--- src/rtl/serial_adder_if.sv ---
// Start/ready request and done/result bus of serial_adder.
// The sub signal and its modport entries exist only when SERIAL_ADD_SUB_EN is defined.
interface serial_adder_if #(
  parameter int WIDTH = 8
);
  logic             start;
  logic [WIDTH-1:0] A;
  logic [WIDTH-1:0] B;
  logic             C_in;
`ifdef SERIAL_ADD_SUB_EN
  logic             sub;
`endif
  logic             ready;
  logic [WIDTH-1:0] S;
  logic             C_out;
  logic             done;

`ifdef SERIAL_ADD_SUB_EN
  modport master (output start, A, B, C_in, sub, input ready, S, C_out, done);
  modport slave  (input start, A, B, C_in, sub, output ready, S, C_out, done);
`else
  modport master (output start, A, B, C_in, input ready, S, C_out, done);
  modport slave  (input start, A, B, C_in, output ready, S, C_out, done);
`endif
endinterface

--- src/rtl/serial_adder.sv ---
// Multi-cycle adder: DIGIT bits per cycle through a ripple of full-adder cells.
// Optional subtract path is enabled by defining SERIAL_ADD_SUB_EN.
module serial_adder #(
  parameter int WIDTH = 8,
  parameter int DIGIT = 1
) (
  input  logic          clk,
  input  logic          rst,
  serial_adder_if.slave bus
);
  localparam int N     = WIDTH / DIGIT;
  localparam int CNT_W = (N > 1) ? $clog2(N) : 1;
  localparam logic [CNT_W-1:0] LAST_DIGIT = CNT_W'(N - 1);

  localparam logic [1:0] ST_IDLE = 2'd0;
  localparam logic [1:0] ST_RUN  = 2'd1;
  localparam logic [1:0] ST_DONE = 2'd2;

  logic [1:0]       state_q, state_d;
  logic [WIDTH-1:0] a_q, a_d;
  logic [WIDTH-1:0] b_q, b_d;
  logic [WIDTH-1:0] s_q, s_d;
  logic             carry_q, carry_d;
  logic             c_out_q, c_out_d;
  logic [CNT_W-1:0] cnt_q, cnt_d;

  logic [DIGIT-1:0] dig_a;
  logic [DIGIT-1:0] dig_b;
  logic [DIGIT-1:0] dig_s;
  logic [DIGIT:0]   rip;
  logic [31:0]      shamt;

  // Latched operands shift right each RUN cycle, so the active digit is always at bit 0.
  assign dig_a  = a_q[DIGIT-1:0];
  assign dig_b  = b_q[DIGIT-1:0];
  assign rip[0] = carry_q;
  assign shamt  = 32'(cnt_q) * 32'(DIGIT);

  for (genvar gi = 0; gi < DIGIT; gi++) begin : g_fa
    assign dig_s[gi]  = dig_a[gi] ^ dig_b[gi] ^ rip[gi];
    assign rip[gi+1]  = (dig_a[gi] & dig_b[gi]) | (rip[gi] & (dig_a[gi] ^ dig_b[gi]));
  end

  always_comb begin
    state_d = state_q;
    a_d     = a_q;
    b_d     = b_q;
    s_d     = s_q;
    carry_d = carry_q;
    c_out_d = c_out_q;
    cnt_d   = cnt_q;
    case (state_q)
      ST_IDLE: begin
        if (bus.start) begin
          a_d     = bus.A;
`ifdef SERIAL_ADD_SUB_EN
          b_d     = bus.sub ? ~bus.B : bus.B;
          carry_d = bus.sub | bus.C_in;
`else
          b_d     = bus.B;
          carry_d = bus.C_in;
`endif
          s_d     = '0;
          c_out_d = 1'b0;
          cnt_d   = '0;
          state_d = ST_RUN;
        end
      end
      ST_RUN: begin
        // S was cleared on start, so OR-ing the digit in leaves higher bits at zero.
        s_d     = s_q | (WIDTH'(dig_s) << shamt);
        carry_d = rip[DIGIT];
        a_d     = a_q >> DIGIT;
        b_d     = b_q >> DIGIT;
        cnt_d   = cnt_q + 1'b1;
        if (cnt_q == LAST_DIGIT) begin
          c_out_d = rip[DIGIT];
          state_d = ST_DONE;
        end
      end
      ST_DONE: state_d = ST_IDLE;
      default: state_d = ST_IDLE;
    endcase
  end

  always_ff @(posedge clk) begin
    if (rst) begin
      state_q <= ST_IDLE;
      a_q     <= '0;
      b_q     <= '0;
      s_q     <= '0;
      carry_q <= 1'b0;
      c_out_q <= 1'b0;
      cnt_q   <= '0;
    end else begin
      state_q <= state_d;
      a_q     <= a_d;
      b_q     <= b_d;
      s_q     <= s_d;
      carry_q <= carry_d;
      c_out_q <= c_out_d;
      cnt_q   <= cnt_d;
    end
  end

  assign bus.ready = (state_q == ST_IDLE) && !rst;
  assign bus.done  = (state_q == ST_DONE);
  assign bus.S     = s_q;
  assign bus.C_out = c_out_q;
endmodule

--- src/flat_wrapper.sv ---
// flat-port wrapper written by rule: the top's interface ports become plain ports
module serial_adder_flat 
#(
  parameter int WIDTH = 8,
  parameter int DIGIT = 1
)
  (clk, rst, bus_start, bus_A, bus_B, bus_C_in, bus_ready, bus_S, bus_C_out, bus_done);
  serial_adder_if #(.WIDTH(WIDTH)) bus_i ();
  input  logic clk;
  input  logic rst;
  input wire logic [$bits(bus_i.start)-1:0] bus_start;
  input wire logic [$bits(bus_i.A)-1:0] bus_A;
  input wire logic [$bits(bus_i.B)-1:0] bus_B;
  input wire logic [$bits(bus_i.C_in)-1:0] bus_C_in;
  output wire logic [$bits(bus_i.ready)-1:0] bus_ready;
  output wire logic [$bits(bus_i.S)-1:0] bus_S;
  output wire logic [$bits(bus_i.C_out)-1:0] bus_C_out;
  output wire logic [$bits(bus_i.done)-1:0] bus_done;
  assign bus_i.start = bus_start;
  assign bus_i.A = bus_A;
  assign bus_i.B = bus_B;
  assign bus_i.C_in = bus_C_in;
  assign bus_ready = bus_i.ready;
  assign bus_S = bus_i.S;
  assign bus_C_out = bus_i.C_out;
  assign bus_done = bus_i.done;
  serial_adder #(.WIDTH(WIDTH), .DIGIT(DIGIT)) u_core (.clk(clk), .rst(rst), .bus(bus_i));
endmodule
--- config.mk ---
export PLATFORM = sky130hd
export DESIGN_NAME = serial_adder_flat
export DESIGN_NICKNAME = d
export VERILOG_FILES = /design/src/rtl/serial_adder_if.sv /design/src/rtl/serial_adder.sv /design/src/flat_wrapper.sv
export SDC_FILE = /design/constraint.sdc
export NUM_CORES = 1
export LEC_CHECK = 0
export ABC_CLOCK_PERIOD_IN_PS = 1700
export CAP_MARGIN = 40
export CORE_ASPECT_RATIO = 1.1
export CORE_MARGIN = 2
export CORE_UTILIZATION = 45
export CTS_BUF_LIST = sky130_fd_sc_hd__clkbuf_4 sky130_fd_sc_hd__clkbuf_8
export DETAILED_ROUTE_END_ITERATION = 10
export PLACE_DENSITY = 0.73
export SYNTH_ARGS = -nofsm -noshare
export SYNTH_HDL_FRONTEND = slang
export SYNTH_SLANG_ARGS = --single-unit
--- constraint.sdc ---
create_clock -name clk -period 1.7 [get_ports clk]
set_input_delay 0.34 -clock clk [delete_from_list [all_inputs] [get_ports clk]]
set_output_delay 0.34 -clock clk [all_outputs]
set_load 0.05 [all_outputs]
==> results by group, run 1 <==
Global routing
  – Initial antenna violation count: 0
  – First-pass GRT wire length: 4570 um
  – Vias in the first global route: 1,075
  – Largest net degree at the start of global routing: 17
  – Total GRT Usage: 17.6%
  – GR Overflow Total: 0

Final layout
  – FILL cells: 258
  – Layout cells sized above 1: 19.0%
  – Ant diodes: 0
  – Area growth syn-to-layout: 31.8%
  – Final #Nets: 191

Worst setup path
  – Crit path capture type: output port
  – Worst Path Required: 1.36 ns
  – Slowest cell on the critical path: clkdlybuf4s50_1
  – Largest delay share family, worst path: buffers and inverters
  – CP Class: primary input to output port
  – CP max stage delay: 0.54 ns
  – Buffers & Inverters on Critical Path: 2
  – Max Fanout on Critical Path: 6
  – Critical Path Source Type: primary input
  – Worst EP arrival: 1.33 ns
  – Cell chain of the critical path: clkdlybuf4s50_1 > nor3_2 > buf_12

Detailed routing
  – Final wirelength: 2660 um
  – Average routed wire per standard cell: 13.3 um
  – DR vias: 1,112
  – Post-DRT Antenna Nets: 0
  – Pre-Repair DR Iteration Count: 4
  – Vias/cell: 5.53
  – DR DRC count: 0
  – Starting DRC count in detailed routing: 21

Logic synthesis
  – Yosys Warn Count: 0
  – Post-synthesis xor/xnor area fraction: 0%
  – Top_reg_cell synth: dfxtp_1
  – Simple-gate share of the synthesized area: 13.2%
  – Share of the synthesized area in the top cell type: 46.6%
  – Ys async rst share: 0%
  – Post-Syn Area: 0.00133 mm^2
  – Multiplexer area fraction after synthesis: 11.3%
  – Top cells by area, synth: dfxtp_1 (47%), mux2i_1 (11%), a211oi_1 (8.5%)
  – Cells after synthesis: 130
  – Leading area contributor after synthesis: dfxtp_1
  – Post-Syn Area per Cell: 10.2 um^2
  – Post-synthesis sequential area ratio: 46.6%
  – Synth Register Bits: 31
  – Synth Net Count: 153
  – Largest family of logic cells by synthesized area: compound AO/OA/AOI/OAI gates
  – Yosys cell types: 29
  – Compound-gate portion of the synthesized area: 19.5%
  – Post-synth EDFFs: 0
  – Area share of fa/ha/maj cells after synthesis: 3.38%

Floorplanning
  – Core ar.: 0.00280 mm^2
  – Starting density of the core: 47.5%
  – Num ports: 31
  – Die Y: 61.0 um
  – Die area: 0.00341 mm^2
  – Row Count: 20
  – Chip Width: 55.9 um

CTS
  – Setup Fix Bufs, Post-CTS: 0
  – Num CTS Buffers: 5
  – CTS max path bufs: 2
  – H-tree levels: 2
  – CTS Sinks: 31
  – Reg clk slew, reported paths: 0.09 ns
  – Clock root buffer: clkbuf_4
  – CTS tree: yes
  – Clk_lat worst skew: 0.32 ns

Hold path
  – Min-delay worst type: register to register

STA
  – Final min period: 1.67 ns
  – Clock Skew: 0.00251 ns
  – Final Worst Setup Slack: 0.0314 ns
  – Max Clk Rate: 599 MHz
  – Fin crit share: 98.2%
  – # setup viols final: 0
  – Relative slew margins: 59.8%
  – WHS: 0.475 ns
  – Setup TNS: 0 ns
  – Max-slew violation count: 0
  – Worst Tran Pin Value: 0.602 ns
  – RSZ-0062 raised after global routing: yes
  – Final Hold Viols: 0

Power
  – Leakage power: 0.736 nW
  – P per Cell Area: 857 mW/mm^2
  – Maximum vdd drop: 0.000650 V

Run status
  – Status: finished clean

Place
  – Placer Congestion: 0.776
  – Port bufs: 30
  – Pre-CTS setup slack: 0.0194 ns
  – Post-DP HPWL: 2020 um

Flow run
  – Max-cap violation count: 0
Yosys cell counts (2+ instances only):
library cell,number
a22oi_1,4
a211oi_1,15
buf_4,2
a32o_1,4
nor3_1,3
nor2b_1,2
mux2i_1,15
nor2_1,21
dfxtp_1,31
a21oi_1,3
nor3b_1,2
inv_1,5
a22o_1,4
ha_1,2
clkbuf_1,3
cells in the final DEF, fill, tap and decap left out, drive strengths merged, types with 2 or more instances in the layout:
cell type,n
a211oi,15
a21oi,3
a22o,4
a22oi,4
a32o,4
buf,20
clkbuf,6
clkdlybuf4s50,19
dfxtp,31
ha,2
inv,5
mux2i,15
nor2,21
nor2b,3
nor3,3
nor3b,3
through the flow:
stage | util [%] | total power [W] | cell area [um^2] | std cells
2_1_floorplan | - | 0.000987 | 1340 | 130
3_3_place_gp | 60.4 | 0.00108 | 1690 | 194
3_5_place_dp | 60.4 | 0.00109 | 1690 | 194
4_1_cts | 62.4 | 0.00152 | 1750 | 201
5_1_grt | 62.6 | 0.00158 | 1750 | 201
6_report | 62.6 | 0.00150 | 1750 | 201
what timing repair did:
| action | CTS | global route |
|---|---|---|
| setup endpoints to repair | 0 | 5 |
| resized for setup | 0 | 1 |
| hold buffers | 0 | 0 |
layer usage:
metal / vias up / part of all wire [%] / track usage (%)
met2: 26 / 52 / 33.5
met5: - / 0 / 0
met3: 5 / 4.8 / 4.62
li1: 552 / - / -
met4: 0 / 1.7 / 10.2
met1: 529 / 42 / 17.9
cell families (layout without fill, tap and decap cells):
logic type                 Yosys count  count (layout)
buffers and inverters               13              51
adders and majority gates            3               3
and+or+nand+nor                     35              35
muxes                               15              15
AOI/OAI and AO/OA                   33              33
DFF                                 31              31
registers in the layout, summed over array words and instances (netlist names):
signal            cells
u_core.b_q            8
u_core.cnt_q          3
u_core.carry_q        1
u_core.state_q        2
u_core.a_q            8
u_core.bus.S          8
u_core.bus.C_out      1
tightest hold or removal path: cells and delay by family (launching register included):
kind             cells  cell delay [ns]
flip-flops           1             0.33
AND/OR/NAND/NOR      1             0.06
AO/OA/AOI/OAI        1             0.05
cell type report:
cell class                 count  area, um^2  share of cell area [%]
multi-input combinational     86         639                    36.4
inverter                       5        18.8                    1.07
tap                           33        41.3                    2.35
clock buffer                   6        51.3                    2.92
clock inverter                 1        5.00                   0.285
sequential                    31         621                    35.4
timing repair buffer          39         378                    21.5
worst paths after layout:
kind	from	end	slack, ns	cells past startpoint
max	rst	bus_ready	0.03	3
max reg2reg	u_core.carry_q$_SDFFE_PP0P_	u_core.bus.S[6]$_SDFFE_PP0P_	0.13	5
min	u_core.bus.C_out$_SDFFE_PP0P_	u_core.bus.C_out$_SDFFE_PP0P_	0.47	2
min reg2reg	u_core.bus.C_out$_SDFFE_PP0P_	u_core.bus.C_out$_SDFFE_PP0P_	0.47	2
power breakdown:
group	leakage, nW	switching, W	internal [W]
registers	0.254	0.0000295	0.000770
clock network	0.0341	0.000238	0.000191
logic	0.447	0.000131	0.000144
(Power assumes the default switching activity.)
==> run 2, diff against run 1 <==
--- a/config.mk
+++ b/config.mk
@@ -5,14 +5,16 @@
 export SDC_FILE = /design/constraint.sdc
 export NUM_CORES = 1
 export LEC_CHECK = 0
-export ABC_CLOCK_PERIOD_IN_PS = 1700
+export ABC_AREA = 1
+export ABC_CLOCK_PERIOD_IN_PS = 1600
 export CAP_MARGIN = 40
 export CORE_ASPECT_RATIO = 1.1
 export CORE_MARGIN = 2
 export CORE_UTILIZATION = 45
 export CTS_BUF_LIST = sky130_fd_sc_hd__clkbuf_4 sky130_fd_sc_hd__clkbuf_8
 export DETAILED_ROUTE_END_ITERATION = 10
-export PLACE_DENSITY = 0.73
+export PLACE_DENSITY = 0.72
+export SKIP_LAST_GASP = 1
 export SYNTH_ARGS = -nofsm -noshare
 export SYNTH_HDL_FRONTEND = slang
 export SYNTH_SLANG_ARGS = --single-unit
==> constraint.sdc (replaced) <==
create_clock -name clk -period 1.6 [get_ports clk]
set_input_delay 0.32 -clock clk [delete_from_list [all_inputs] [get_ports clk]]
set_output_delay 0.32 -clock clk [all_outputs]
set_load 0.05 [all_outputs]
==> run 2 against run 1 <==
Die area grew 9.7%. Via count grew 23%. Synthesized cell count grew 64%. Critical path type is now register to output port.
==> results by group, run 2 <==
Final layout
  – Final #Nets: 267
  – Core Util, Final: 60.5%
  – Most common cell after layout, fill and taps aside: nand2_1
  – Layout cells sized above 1: 13.5%
  – Ant diodes: 0
  – Commonest cells after routing, fill and taps aside: nand2_1 (62), nor2_1 (42), dfxtp_1 (29)
  – Area growth syn-to-layout: 26.6%

Global routing
  – First-pass GRT wire length: 5060 um
  – Total GRT Usage: 17.6%
  – Largest net degree at the start of global routing: 28
  – Initial antenna violation count: 0
  – Vias in the first global route: 1,235
  – GR Overflow Total: 0

Logic synthesis
  – Top post-synthesis cells by count: nand2_1 (62), nor2_1 (43), dfxtp_1 (31)
  – Post-synthesis sequential area ratio: 42.2%
  – Yosys Warn Count: 0
  – Yosys cell types: 21
  – Post-Syn Area: 0.00147 mm^2
  – Synth Net Count: 236
  – Post-synth EDFFs: 0
  – Leading area contributor after synthesis: dfxtp_1
  – Top cells by area, synth: dfxtp_1 (42%), nand2_1 (16%), nor2_1 (11%)
  – Top_reg_cell synth: dfxtp_1
  – Post-Syn Area per Cell: 6.90 um^2
  – Ys async rst share: 0%
  – Share of the synthesized area in the top cell type: 42.2%
  – Synth Register Bits: 31
  – Count leader, synth: nand2_1
  – Cells after synthesis: 213

Worst setup path
  – Cell chain of the critical path: nor2_2 > inv_1 > nor2_2 > buf_12
  – Cell mode on critical path: nor2_2
  – CP Class: register to output port
  – Worst EP arrival: 1.19 ns
  – Crit path capture type: output port
  – Slowest cell on the critical path: dfxtp_1
  – CP max stage delay: 0.39 ns
  – Worst Path Required: 1.28 ns
  – Critical Path Source Type: register
  – Max Fanout on Critical Path: 5

STA
  – # setup viols final: 0
  – WHS: 0.469 ns
  – Max-slew violation count: 0
  – Final min period: 1.51 ns
  – Final Worst Setup Slack: 0.0867 ns
  – Worst Tran Pin Value: 0.623 ns
  – Relative slew margins: 58.4%
  – Max Clk Rate: 661 MHz
  – Final Hold Viols: 0
  – Clock Skew: 0.00968 ns
  – Setup TNS: 0 ns
  – Fin crit share: 94.6%
  – RSZ-0062 raised after global routing: no

CTS
  – CTS Sinks: 31
  – Clk_lat worst skew: 0.33 ns
  – H-tree levels: 2
  – CTS Hold Bufs: 0
  – Clock root buffer: clkbuf_4
  – CTS max path bufs: 2
  – Reg clk slew, reported paths: 0.10 ns
  – Num CTS Buffers: 5
  – CTS tree: yes

Place
  – Placer Congestion: 0.726
  – Port bufs: 30
  – Pre-CTS setup slack: -0.0881 ns
  – Post-DP HPWL: 1990 um

Detailed routing
  – Average routed wire per standard cell: 10.5 um
  – Starting DRC count in detailed routing: 34
  – Final wirelength: 2940 um
  – M1 wire length: 1460 um
  – DR vias: 1,367
  – Pre-Repair DR Iteration Count: 4
  – Post-DRT Antenna Nets: 0
  – DR DRC count: 0
  – Vias/cell: 4.90
  – Metal2 WL: 1300 um
  – Routed length on met3: 119 um
  – Max Used Layer: met4

Floorplanning
  – Core ar.: 0.00307 mm^2
  – Starting density of the core: 47.8%
  – Die Y: 63.9 um
  – Num ports: 31
  – Die area: 0.00374 mm^2
  – Chip Width: 58.5 um
  – Row Count: 21

Flow run
  – Max-cap violation count: 0

Power
  – Leakage power: 0.829 nW
  – P per Cell Area: 912 mW/mm^2
  – Maximum vdd drop: 0.000674 V

Hold path
  – Min-delay worst type: register to register

Run status
  – Status: finished clean
run 2: changes by cell type after synthesis, moves of 7 or more:
cell / previous run / this run
a211oi_1: 15 / 0
a21oi_1: 3 / 16
inv_1: 5 / 12
mux2i_1: 15 / 0
nand2_1: 1 / 62
nor2_1: 21 / 43
o21ai_0: 0 / 18
run 2: timing repair:
action,in CTS,in global routing
setup buffers,0,0
endpoints found under the setup margin,0,3
gates resized for setup,0,5
run 2: routing by layer:
| layer | vias up | GRT usage (%) |
|---|---|---|
| li1 | 731 | - |
| met1 | 598 | 21.6 |
| met2 | 31 | 28.1 |
| met3 | 7 | 3.64 |
| met4 | 0 | 10.2 |
| met5 | - | 0 |
run 2: cell families (layout without fill, tap and decap cells):
family / after synthesis / in the layout / share of synthesized area (%)
simple gates: 115 / 115 / 31.4
compound gates: 41 / 41 / 15.0
flops: 31 / 31 / 42.2
buf+inv: 23 / 55 / 8.34
fa+ha+maj: 3 / 3 / 3.06
run 2: metrics by stage:
step           instance area [um^2]  std cells  power, W
2_1_floorplan                  1470        213   0.00108
3_3_place_gp                   1780        271   0.00117
3_5_place_dp                   1780        271   0.00117
4_1_cts                        1850        279   0.00171
5_1_grt                        1860        279   0.00180
6_report                       1860        279   0.00170
run 2: area by class of cell:
class / instances / area [um^2]
fill: 318 / 1210
timing repair buffer: 33 / 333
sequential: 31 / 623
inverter: 14 / 55.1
tap: 34 / 42.5
clock buffer: 8 / 72.6
multi-input combinational: 159 / 734
run 2: path summary, 6_finish.rpt:
kind	endpoint	slack [ns]	cells past startpoint	startpoint
min reg2reg	u_core.bus.C_out$_SDFFE_PP0P_	0.47	2	u_core.bus.C_out$_SDFFE_PP0P_
max reg2reg	u_core.bus.S[7]$_SDFFE_PP0P_	0.17	7	u_core.a_q[0]$_SDFFE_PP0P_
min	u_core.bus.C_out$_SDFFE_PP0P_	0.47	2	u_core.bus.C_out$_SDFFE_PP0P_
max	bus_ready	0.09	4	u_core.state_q[0]$_SDFFE_PP0P_
run 2: report_power, final:
part,total [W],switching (W),internal (W)
combinational,0.000314,0.000183,0.000131
sequential,0.000849,0.0000288,0.000820
clock,0.000535,0.000259,0.000275
run 2: critical path, delay by kind of cell, from the launching register on:
kind | cells | cell delay, ns
DFF | 1 | 0.39
and+or+nand+nor | 2 | 0.26
buffers and inverters | 2 | 0.21
==> run 3, diff against run 2 <==
--- a/config.mk
+++ b/config.mk
@@ -9,11 +9,10 @@
 export ABC_CLOCK_PERIOD_IN_PS = 1600
 export CAP_MARGIN = 40
 export CORE_ASPECT_RATIO = 1.1
-export CORE_MARGIN = 2
-export CORE_UTILIZATION = 45
+export CORE_UTILIZATION = 52
 export CTS_BUF_LIST = sky130_fd_sc_hd__clkbuf_4 sky130_fd_sc_hd__clkbuf_8
 export DETAILED_ROUTE_END_ITERATION = 10
-export PLACE_DENSITY = 0.72
+export PLACE_DENSITY = 0.81
 export SKIP_LAST_GASP = 1
 export SYNTH_ARGS = -nofsm -noshare
 export SYNTH_HDL_FRONTEND = slang
==> run 3 against run 2 <==
Sequential cell count unchanged. Sequential share of layout area grew 0.44 points. Final cell count down 1.4%. Critical endpoint unchanged. Highest routed layer unchanged.
==> results by group, run 3 (synthesis gave the netlist of run 2 again) <==
Final layout
  – Final #Nets: 266
  – Most common cell after layout, fill and taps aside: nand2_1
  – Fin cells: 275
  – Commonest cells after routing, fill and taps aside: nand2_1 (62), nor2_1 (42), dfxtp_1 (31)
  – Post-route cell area: 0.00183 mm^2
  – Layout cells sized above 1: 11.5%
  – Area growth syn-to-layout: 24.4%
  – Ant diodes: 0

Global routing
  – Vias in the first global route: 1,165
  – Largest net degree at the start of global routing: 28
  – GR Overflow Total: 0
  – First-pass GRT wire length: 4820 um
  – Initial antenna violation count: 0
  – Total GRT Usage: 21.6%

CTS
  – Num CTS Buffers: 5
  – Reg clk slew, reported paths: 0.09 ns
  – H-tree levels: 2
  – CTS tree: yes
  – CTS max path bufs: 2
  – CTS Sinks: 31
  – Clock root buffer: clkbuf_4
  – CTS Hold Bufs: 0
  – Clk_lat worst skew: 0.33 ns

Place
  – Port bufs: 30
  – Post-DP HPWL: 1880 um
  – Area post-placement: 0.00175 mm^2
  – Placed cell count: 267
  – Placer Congestion: 0.776
  – Pre-CTS setup slack: -0.0404 ns

STA
  – Max Clk Rate: 656 MHz
  – Final min period: 1.53 ns
  – WHS: 0.470 ns
  – # setup viols final: 0
  – RSZ-0062 raised after global routing: no
  – Fin crit share: 95.3%
  – Relative slew margins: 60.0%
  – Final Hold Viols: 0
  – Final Worst Setup Slack: 0.0746 ns
  – Max-slew violation count: 0
  – Worst Tran Pin Value: 0.599 ns
  – Clock Skew: 0.00524 ns

Worst setup path
  – Worst Path Required: 1.28 ns
  – Max Fanout on Critical Path: 5
  – Setup crit start: u_core.state_q[0]$_SDFFE_PP0P_
  – Worst EP arrival: 1.21 ns
  – Crit path capture type: output port
  – Critical R2R Launch: u_core.carry_q$_SDFFE_PP0P_
  – CP Class: register to output port
  – Critical Path Source Type: register

Floorplanning
  – Core ar.: 0.00259 mm^2
  – Chip Width: 52.7 um
  – Starting density of the core: 56.7%
  – Row Count: 19
  – Num ports: 31
  – Die area: 0.00304 mm^2
  – Die Y: 57.8 um

Detailed routing
  – Vias/cell: 4.99
  – Pre-Repair DR Iteration Count: 6
  – Final wirelength: 2860 um
  – DR DRC count: 0
  – Average routed wire per standard cell: 10.4 um
  – Post-DRT Antenna Nets: 0
  – Starting DRC count in detailed routing: 36
  – DR vias: 1,372

Hold path
  – Min-Delay Startpoint: u_core.bus.C_out$_SDFFE_PP0P_
  – Min-delay worst type: register to register

Power
  – Design Power: 0.00169 W
  – P per Cell Area: 925 mW/mm^2
  – Maximum vdd drop: 0.000813 V
  – Leakage power: 0.821 nW

Flow run
  – Max-cap violation count: 0

Run status
  – Status: finished clean
## run 3: cell count changes in the layout (fill, tap and decap cells not counted), sizes merged
cell	change
buf	-1
## run 3: timing repair
item / CTS / global route
buffers inserted: 0 / 0
setup endpoints to repair: 0 / 1
resized for setup: 0 / 1
## run 3: per-layer routing
| layer | global-route usage [%] | share of wire, % | vias up |
|---|---|---|---|
| met4 | 9.02 | 1.4 | 0 |
| met3 | 7.87 | 4.4 | 5 |
| li1 | - | - | 729 |
| met5 | 0 | 0 | - |
| met1 | 26.2 | 47 | 601 |
| met2 | 34.2 | 47 | 37 |
## run 3: where the power goes
group	leakage (nW)	internal (W)	switching (W)	total, W
Clock	0.0420	0.000275	0.000262	0.000538
Sequential	0.254	0.000819	0.0000288	0.000848
Combinational	0.525	0.000129	0.000177	0.000306
## run 3: critical path, cell delays in order, from the launching register on
cell and delay (ns):
dfxtp_1 0.39, nor2_2 0.15, inv_1 0.07, nor2_2 0.12, buf_12 0.15
## run 3: final cells by class
type                       count  area, um^2
clock buffer                   8        72.6
fill                         231         762
inverter                      14        55.1
multi-input combinational    159         729
sequential                    31         621
tap                           31        38.8
timing repair buffer          32         313
## run 3: worst paths after layout
| check | end | slack, ns | cells after the start |
|---|---|---|---|
| worst max register to register | u_core.bus.S[5]$_SDFFE_PP0P_ | 0.15 | 7 |
| worst max-delay path | bus_ready | 0.07 | 4 |
| worst min register to register | u_core.bus.C_out$_SDFFE_PP0P_ | 0.47 | 2 |
| worst min-delay path | u_core.bus.C_out$_SDFFE_PP0P_ | 0.47 | 2 |
## run 3: through the flow
stage | utilization [%] | TNS (ns)
finish | 70.6 | 0
global route | 70.6 | 0
CTS | 70.5 | 0
detailed placement | 67.7 | -0.155
global placement | 67.7 | -0.0298
floorplan | - | 0
